[config.mk]
export PLATFORM = sky130hd
export DESIGN_NAME = mem_port_arbiter_flat
export DESIGN_NICKNAME = d
export VERILOG_FILES = /design/src/rtl/mem_port_arbiter_pkg.sv /design/src/rtl/mem_port_arbiter_if.sv /design/src/rtl/mem_port_arbiter_starve_counter.sv /design/src/rtl/mem_port_arbiter.sv /design/src/flat_wrapper.sv
export SDC_FILE = /design/constraint.sdc
export NUM_CORES = 1
export LEC_CHECK = 0
export ABC_CLOCK_PERIOD_IN_PS = 2500
export BUFFER_PORTS_ARGS = -buffer_cell sky130_fd_sc_hd__buf_2
export CORE_MARGIN = 5
export CORE_UTILIZATION = 44
export CTS_BUF_LIST = sky130_fd_sc_hd__clkbuf_8
export CTS_CLUSTER_SIZE = 14
export DETAILED_ROUTE_END_ITERATION = 10
export GPL_ROUTABILITY_DRIVEN = 0
export PLACE_DENSITY = 0.86
export SETUP_SLACK_MARGIN = 0.3
export SYNTH_ARGS = -nofsm -noshare
export SYNTH_HDL_FRONTEND = slang
export SYNTH_HIERARCHICAL = 1
export SYNTH_SLANG_ARGS = --single-unit
[constraint.sdc]
create_clock -name clk -period 2.5 [get_ports clk]
set_clock_uncertainty 0.05 [all_clocks]
set_input_delay 0.75 -clock clk [delete_from_list [all_inputs] [get_ports clk]]
set_output_delay 0.75 -clock clk [all_outputs]
set_load 0.02 [all_outputs]
[src/rtl/mem_port_arbiter_pkg.sv]
// Shared LC-3b types for the memory-port arbiter: word/mask aliases and the arbiter state encoding.
package lc3b_types;

  typedef logic [15:0] lc3b_word;
  typedef logic [1:0]  lc3b_mem_wmask;

  typedef enum logic [1:0] {
    ARB_IDLE    = 2'd0,
    ARB_SERVE_I = 2'd1,
    ARB_SERVE_D = 2'd2,
    ARB_RECOVER = 2'd3
  } arb_state_t;

  localparam lc3b_mem_wmask FETCH_WMASK = 2'b11;
  localparam lc3b_word      WORD_ZERO   = 16'h0000;

endpackage

[src/rtl/mem_port_arbiter_if.sv]
// Bundle of requester (fetch/data) and memory-side signals around the shared memory port.
interface mem_port_arbiter_if;
  import lc3b_types::*;

  logic          i_read;
  lc3b_word      i_addr;
  logic          i_resp;
  lc3b_word      i_rdata;
  logic          d_read;
  logic          d_write;
  lc3b_word      d_addr;
  lc3b_word      d_wdata;
  lc3b_mem_wmask d_wmask;
  logic          d_resp;
  lc3b_word      d_rdata;
  logic          mem_read;
  logic          mem_write;
  lc3b_word      mem_addr;
  lc3b_word      mem_wdata;
  lc3b_mem_wmask mem_wmask;
  logic          mem_resp;
  lc3b_word      mem_rdata;
  logic          busy;

  modport slave (
    input  i_read, i_addr, d_read, d_write, d_addr, d_wdata, d_wmask, mem_resp, mem_rdata,
    output i_resp, i_rdata, d_resp, d_rdata, mem_read, mem_write, mem_addr, mem_wdata,
           mem_wmask, busy
  );

  modport master (
    output i_read, i_addr, d_read, d_write, d_addr, d_wdata, d_wmask, mem_resp, mem_rdata,
    input  i_resp, i_rdata, d_resp, d_rdata, mem_read, mem_write, mem_addr, mem_wdata,
           mem_wmask, busy
  );

endinterface

[src/rtl/mem_port_arbiter_starve_counter.sv]
// Saturating up-counter of data grants made while a fetch waits; hit_o forces the next grant to fetch.
module arb_starve_counter #(
  parameter int STARVE_LIMIT = 4,
  parameter int CNT_W        = 4
) (
  input  logic             clk,
  input  logic             reset,
  input  logic             inc_i,
  input  logic             clr_i,
  output logic [CNT_W-1:0] cnt_o,
  output logic             hit_o
);

  localparam logic [CNT_W-1:0] LIMIT = CNT_W'(STARVE_LIMIT);
  localparam logic [CNT_W-1:0] ONE   = CNT_W'(1);

  logic [CNT_W-1:0] cnt_q;
  logic [CNT_W-1:0] cnt_d;

  always_comb begin
    cnt_d = cnt_q;
    if (clr_i) begin
      cnt_d = '0;
    end else if (inc_i && (cnt_q != LIMIT)) begin
      cnt_d = cnt_q + ONE;
    end else begin
      cnt_d = cnt_q;
    end
  end

  always_ff @(posedge clk or posedge reset) begin
    if (reset) begin
      cnt_q <= '0;
    end else begin
      cnt_q <= cnt_d;
    end
  end

  assign cnt_o = cnt_q;
  assign hit_o = (cnt_q == LIMIT);

endmodule

[src/rtl/mem_port_arbiter.sv]
// Arbitrates the single memory port between instruction fetch and the MEM stage; data has priority
// unless fetch has been starved STARVE_LIMIT times. Granted request is registered toward memory.
module mem_port_arbiter
  import lc3b_types::*;
#(
  parameter int STARVE_LIMIT = 4,
  parameter int CNT_W        = 4
) (
  input  logic               clk,
  input  logic               reset,
  mem_port_arbiter_if.slave  port_if
);

  arb_state_t    state_q, state_d;
  logic          mem_read_q, mem_read_d;
  logic          mem_write_q, mem_write_d;
  lc3b_word      mem_addr_q, mem_addr_d;
  lc3b_word      mem_wdata_q, mem_wdata_d;
  lc3b_mem_wmask mem_wmask_q, mem_wmask_d;

  logic             idle_s;
  logic             d_req_s;
  logic             fetch_win_s;
  logic             data_win_s;
  logic             starve_hit_s;
  logic [CNT_W-1:0] starve_cnt_s;

  assign idle_s      = (state_q == ARB_IDLE);
  assign d_req_s     = port_if.d_read | port_if.d_write;
  assign fetch_win_s = idle_s & port_if.i_read & (~d_req_s | starve_hit_s);
  assign data_win_s  = idle_s & ~fetch_win_s & d_req_s;

  arb_starve_counter #(
    .STARVE_LIMIT (STARVE_LIMIT),
    .CNT_W        (CNT_W)
  ) u_starve (
    .clk   (clk),
    .reset (reset),
    .inc_i (data_win_s & port_if.i_read),
    .clr_i (idle_s & (fetch_win_s | ~port_if.i_read)),
    .cnt_o (starve_cnt_s),
    .hit_o (starve_hit_s)
  );

  // Write wins over read if a requester violates protocol by raising both.
  always_comb begin
    state_d     = state_q;
    mem_read_d  = mem_read_q;
    mem_write_d = mem_write_q;
    mem_addr_d  = mem_addr_q;
    mem_wdata_d = mem_wdata_q;
    mem_wmask_d = mem_wmask_q;
    case (state_q)
      ARB_IDLE: begin
        if (fetch_win_s) begin
          state_d     = ARB_SERVE_I;
          mem_read_d  = 1'b1;
          mem_write_d = 1'b0;
          mem_addr_d  = port_if.i_addr;
          mem_wdata_d = WORD_ZERO;
          mem_wmask_d = FETCH_WMASK;
        end else if (data_win_s) begin
          state_d     = ARB_SERVE_D;
          mem_read_d  = ~port_if.d_write;
          mem_write_d = port_if.d_write;
          mem_addr_d  = port_if.d_addr;
          mem_wdata_d = port_if.d_wdata;
          mem_wmask_d = port_if.d_wmask;
        end else begin
          state_d = ARB_IDLE;
        end
      end
      ARB_SERVE_I, ARB_SERVE_D: begin
        if (port_if.mem_resp) begin
          state_d     = ARB_RECOVER;
          mem_read_d  = 1'b0;
          mem_write_d = 1'b0;
        end else begin
          state_d = state_q;
        end
      end
      ARB_RECOVER: state_d = ARB_IDLE;
      default: begin
        state_d     = ARB_IDLE;
        mem_read_d  = 1'b0;
        mem_write_d = 1'b0;
      end
    endcase
  end

  always_ff @(posedge clk or posedge reset) begin
    if (reset) begin
      state_q     <= ARB_IDLE;
      mem_read_q  <= 1'b0;
      mem_write_q <= 1'b0;
      mem_addr_q  <= WORD_ZERO;
      mem_wdata_q <= WORD_ZERO;
      mem_wmask_q <= 2'b00;
    end else begin
      state_q     <= state_d;
      mem_read_q  <= mem_read_d;
      mem_write_q <= mem_write_d;
      mem_addr_q  <= mem_addr_d;
      mem_wdata_q <= mem_wdata_d;
      mem_wmask_q <= mem_wmask_d;
    end
  end

  // Responses are steered only to the current owner; mem_resp outside SERVE is dropped.
  assign port_if.i_resp    = (state_q == ARB_SERVE_I) & port_if.mem_resp;
  assign port_if.d_resp    = (state_q == ARB_SERVE_D) & port_if.mem_resp;
  assign port_if.i_rdata   = port_if.mem_rdata;
  assign port_if.d_rdata   = port_if.mem_rdata;
  assign port_if.mem_read  = mem_read_q;
  assign port_if.mem_write = mem_write_q;
  assign port_if.mem_addr  = mem_addr_q;
  assign port_if.mem_wdata = mem_wdata_q;
  assign port_if.mem_wmask = mem_wmask_q;
  assign port_if.busy      = ~idle_s;

endmodule

[src/flat_wrapper.sv]
// flat-port wrapper written by rule: the top's interface ports become plain ports
module mem_port_arbiter_flat import lc3b_types::*;
#(
  parameter int STARVE_LIMIT = 4,
  parameter int CNT_W        = 4
)
  (clk, reset, port_if_i_read, port_if_i_addr, port_if_d_read, port_if_d_write, port_if_d_addr, port_if_d_wdata, port_if_d_wmask, port_if_mem_resp, port_if_mem_rdata, port_if_i_resp, port_if_i_rdata, port_if_d_resp, port_if_d_rdata, port_if_mem_read, port_if_mem_write, port_if_mem_addr, port_if_mem_wdata, port_if_mem_wmask, port_if_busy);
  mem_port_arbiter_if port_if_i ();
  input  logic clk;
  input  logic reset;
  input wire logic [$bits(port_if_i.i_read)-1:0] port_if_i_read;
  input wire logic [$bits(port_if_i.i_addr)-1:0] port_if_i_addr;
  input wire logic [$bits(port_if_i.d_read)-1:0] port_if_d_read;
  input wire logic [$bits(port_if_i.d_write)-1:0] port_if_d_write;
  input wire logic [$bits(port_if_i.d_addr)-1:0] port_if_d_addr;
  input wire logic [$bits(port_if_i.d_wdata)-1:0] port_if_d_wdata;
  input wire logic [$bits(port_if_i.d_wmask)-1:0] port_if_d_wmask;
  input wire logic [$bits(port_if_i.mem_resp)-1:0] port_if_mem_resp;
  input wire logic [$bits(port_if_i.mem_rdata)-1:0] port_if_mem_rdata;
  output wire logic [$bits(port_if_i.i_resp)-1:0] port_if_i_resp;
  output wire logic [$bits(port_if_i.i_rdata)-1:0] port_if_i_rdata;
  output wire logic [$bits(port_if_i.d_resp)-1:0] port_if_d_resp;
  output wire logic [$bits(port_if_i.d_rdata)-1:0] port_if_d_rdata;
  output wire logic [$bits(port_if_i.mem_read)-1:0] port_if_mem_read;
  output wire logic [$bits(port_if_i.mem_write)-1:0] port_if_mem_write;
  output wire logic [$bits(port_if_i.mem_addr)-1:0] port_if_mem_addr;
  output wire logic [$bits(port_if_i.mem_wdata)-1:0] port_if_mem_wdata;
  output wire logic [$bits(port_if_i.mem_wmask)-1:0] port_if_mem_wmask;
  output wire logic [$bits(port_if_i.busy)-1:0] port_if_busy;
  assign port_if_i.i_read = port_if_i_read;
  assign port_if_i.i_addr = port_if_i_addr;
  assign port_if_i.d_read = port_if_d_read;
  assign port_if_i.d_write = port_if_d_write;
  assign port_if_i.d_addr = port_if_d_addr;
  assign port_if_i.d_wdata = port_if_d_wdata;
  assign port_if_i.d_wmask = port_if_d_wmask;
  assign port_if_i.mem_resp = port_if_mem_resp;
  assign port_if_i.mem_rdata = port_if_mem_rdata;
  assign port_if_i_resp = port_if_i.i_resp;
  assign port_if_i_rdata = port_if_i.i_rdata;
  assign port_if_d_resp = port_if_i.d_resp;
  assign port_if_d_rdata = port_if_i.d_rdata;
  assign port_if_mem_read = port_if_i.mem_read;
  assign port_if_mem_write = port_if_i.mem_write;
  assign port_if_mem_addr = port_if_i.mem_addr;
  assign port_if_mem_wdata = port_if_i.mem_wdata;
  assign port_if_mem_wmask = port_if_i.mem_wmask;
  assign port_if_busy = port_if_i.busy;
  mem_port_arbiter #(.STARVE_LIMIT(STARVE_LIMIT), .CNT_W(CNT_W)) u_core (.clk(clk), .reset(reset), .port_if(port_if_i));
endmodule
==> reports/results.ini <==
[floorplanning]
die_h_um = 81.9
rows = 26
core-area_mm2 = 0.00507
initial_core_util_pct = 44.8
pin_count = 143
dieArea_mm2 = 0.00670
dieWidth_um = 81.9

[setup_path]
crit_type = reg -> out
r2r_cells = 9
startpoint_type = flop
required_ns = 1.70
endpoint_kind = primary output
crit_fanout = 9
arrival_ns = 1.30

[synthesis]
syn_inst = 228
synthDistinctLibCells = 34
synth_mux_area_share_pct = 0
syn_avg_cell_area_um2 = 9.97
synthAdderAreaFrac_pct = 3.85
ys_ff_latch = 42
netlist_top_cells_area = dfrtp_1 46%, buf_4 11%, a22o_1 6.6%, a31oi_1 4.7%, a21oi_1 4.6%
synth_nets = 307
synth_top_family_by_area = compound AO/OA/AOI/OAI gates
synth_compound_area_share_pct = 25.0
synth_area_leader_cell = dfrtp_1
yosys.area_share.xor_xnor_pct = 0
ys_warn_count = 6
async_reset_ff_share_pct = 100
seq_area_frac_synth_pct = 46.3
yosysTopAreaCellShare_pct = 46.3
synthSimpleGateAreaFrac_pct = 9.14
yosys_most_used_dff = dfrtp_1
synth_edf_count = 0
synthesis.area_mm2 = 0.00227

[hold_path]
hp-class = in -> async

[layout]
drive_above_1_share_pct = 40.2
nFillCells = 477
nets = 369
multi_input_area_um2 = 876
seqCellArea_mm2 = 0.00105
n_antenna_cell = 0
area_delta_synth_final_pct = 17.0

[power]
switching_share_pct = 44.6
cellLeakagePower_nw = 1.31
comb_power_share_pct = 54.2
power_density_mw_per_mm2 = 1300
p_int_mw = 1.92
power_mw = 3.47
power.switching_mw = 1.55
vdd_ir_drop_max_v = 0.000630
pwr-share-clk_pct = 12.3
pwr-share-seq_pct = 33.6

[sta]
slew_viol_final = 0
slew_headroom_pct = 45.5
layout_min_cycle_time_ns = 2.10
grt_setup_unrepaired = no
setup_viol = 0
setup_tns_ns = 0
hold_ws_ns = 0.289
fin_ws_ns = 0.401
hold_viol_final = 0
finalCritPeriodShare_pct = 84.0
timing.fmax_mhz = 476
worstMarginPinSlew_ns = 0.817

[global_routing]
grtUsageTotal_pct = 16.4
grt_max_degree = 39
overflow = 0
antenna_found_initial = 0
grt_pass1_wl_mm = 8.45
first_global_vias = 1851

[clocking]
clk_pin_slew_ns = 0.08
ctsHtreeMaxLevel = 2
cts_root_buffer = clkbuf_8
post-cts-setup-buffers = 0
cts_tree = built
cts_max_path_buffers = 2
clock_latency_ns = 0.29
holdBufCountCts = 0
clock_sinks = 42
cts-buffers-inserted = 5

[run_status]
outcome = completed

[place]
pre_cts_slack_ns = 0.433
io_buffers = 94
place_hpwl_mm = 4.09

[run]
drv_cap = 0

[detailed_routing]
firstDrtPassIters = 4
vias_per_cell = 5.23
vias = 1888
routedWlPerCell_um = 15.3
drtAntennaViolNets = 0
drt_iter0_markers = 125
routed_wl_mm = 5.54
drc = 0

-- cell usage in the layout (no fill, tap or decap) --
master,Yosys,layout
a31oi_1,17,17
o22a_1,2,2
buf_4,33,7
nor3_1,2,2
clkinvlp_4,0,1
a21oi_1,21,21
nand3b_4,1,1
a311oi_1,2,2
inv_1,7,7
a22o_1,17,17
a32o_1,1,1
inv_2,1,1
clkinv_4,0,1
nand4_1,1,1
a21o_2,2,2
nand3_1,4,4
ha_1,7,6
or3b_1,1,1
nand2_1,4,4
o31ai_4,1,1
clkinv_2,0,1
dfrtp_1,42,42
ha_4,0,1
and2_1,3,3
buf_2,7,94
nor4b_1,1,1
a41oi_1,1,1
clkbuf_8,0,5
o31a_1,1,1
o21bai_2,1,1
o21ba_2,1,1
or2_1,1,1
o21ai_0,17,17
or3_1,1,1
nand2b_1,1,1
and3_1,1,1
nor2_1,20,20
-- per-stage QoR --
stage / cell area [um2] / instances / util [%]
after floorplan: 2270 / 228 / -
after global placement: 2550 / 353 / 50.3
after detailed placement: 2550 / 353 / 50.3
after CTS: 2650 / 361 / 52.2
after global routing: 2660 / 361 / 52.4
final: 2660 / 361 / 52.4
-- worst paths after layout --
check                           slack, ns                            startpoint                                endpoint
worst max-delay path                 0.40         u_core/state_q[0]$_DFFE_PP0P_                            port_if_busy
min in group clk                     0.46  u_core/port_if.mem_write$_DFFE_PP0P_    u_core/port_if.mem_write$_DFFE_PP0P_
worst max register to register       0.53  u_core/u_starve/cnt_o[0]$_DFFE_PP0P_    u_core/u_starve/cnt_o[3]$_DFFE_PP0P_
max in group asynchronous            1.55                                 reset  u_core/port_if.mem_addr[6]$_DFFE_PP0P_
worst min-delay path                 0.29                                 reset    u_core/u_starve/cnt_o[0]$_DFFE_PP0P_
worst min register to register       0.46  u_core/port_if.mem_write$_DFFE_PP0P_    u_core/port_if.mem_write$_DFFE_PP0P_
-- sequential cells by signal (all words and copies together), names as in the netlist --
name,count
u_core/port_if.mem_write,1
u_core/port_if.mem_read,1
u_core/port_if.mem_wdata,16
u_core/port_if.mem_addr,16
u_core/state_q,2
u_core/u_starve/cnt_o,4
u_core/port_if.mem_wmask,2
-- cell type report --
class / count / share of cell area [%]
Inverter: 8 / 1.13
Sequential cell: 42 / 39.5
Clock buffer: 5 / 2.59
Clock inverter: 3 / 0.800
Tap cell: 70 / 3.30
Multi-Input combinational cell: 132 / 33.0
Timing Repair Buffer: 101 / 19.7
-- worst max-delay path: stages (launching register included) --
cell	delay, ns
dfrtp_1	0.42
inv_1	0.15
ha_4	0.21
inv_1	0.07
buf_2	0.16
-- layer usage --
layer / part of all wire [%] / wire (um) / vias up / track usage, %
li1: - / - / 902 / -
met1: 40 / 2200 / 892 / 19.4
met2: 51 / 2800 / 88 / 29.3
met3: 8.7 / 480 / 6 / 4.06
met4: 0.99 / 55 / 0 / 4.82
met5: 0 / 0 / - / 0
-- repair_timing --
action | CTS | global route
pin swaps | 0 | 0
resized for setup | 1 | 1
setup endpoints to repair | 1 | 1
-- Yosys cell counts, types with 2 or more instances --
cell type   n
dfrtp_1    42
clkbuf_1    3
ha_1        7
a311oi_1    2
o22a_1      2
nand2_1     4
a22o_1     17
a21o_2      2
nor3_1      2
nand3_1     4
buf_2       7
o21ai_0    17
buf_6       3
inv_1       7
a31oi_1    17
a21oi_1    21
and2_1      3
nor2_1     20
buf_4      33
-- cells by family (layout without fill, tap and decap cells) --
kind of cell / count (synthesis) / after routing
buffers and inverters: 54 / 117
AO/OA/AOI/OAI: 84 / 84
AND/OR/NAND/NOR: 41 / 41
flip-flops: 42 / 42
adder cells (fa/ha/maj): 7 / 7
-- power groups by stage --
stage	clock (mW)	sequential, mW	combinational [mW]
finish	0.425	1.16	1.88
global route	0.477	1.20	2.05
CTS	0.445	1.16	1.87
detailed placement	0	1.17	1.85
global placement	0	1.17	1.79
floorplan	0	1.52	1.02
Note: power is estimated with default switching activity, not from simulation.
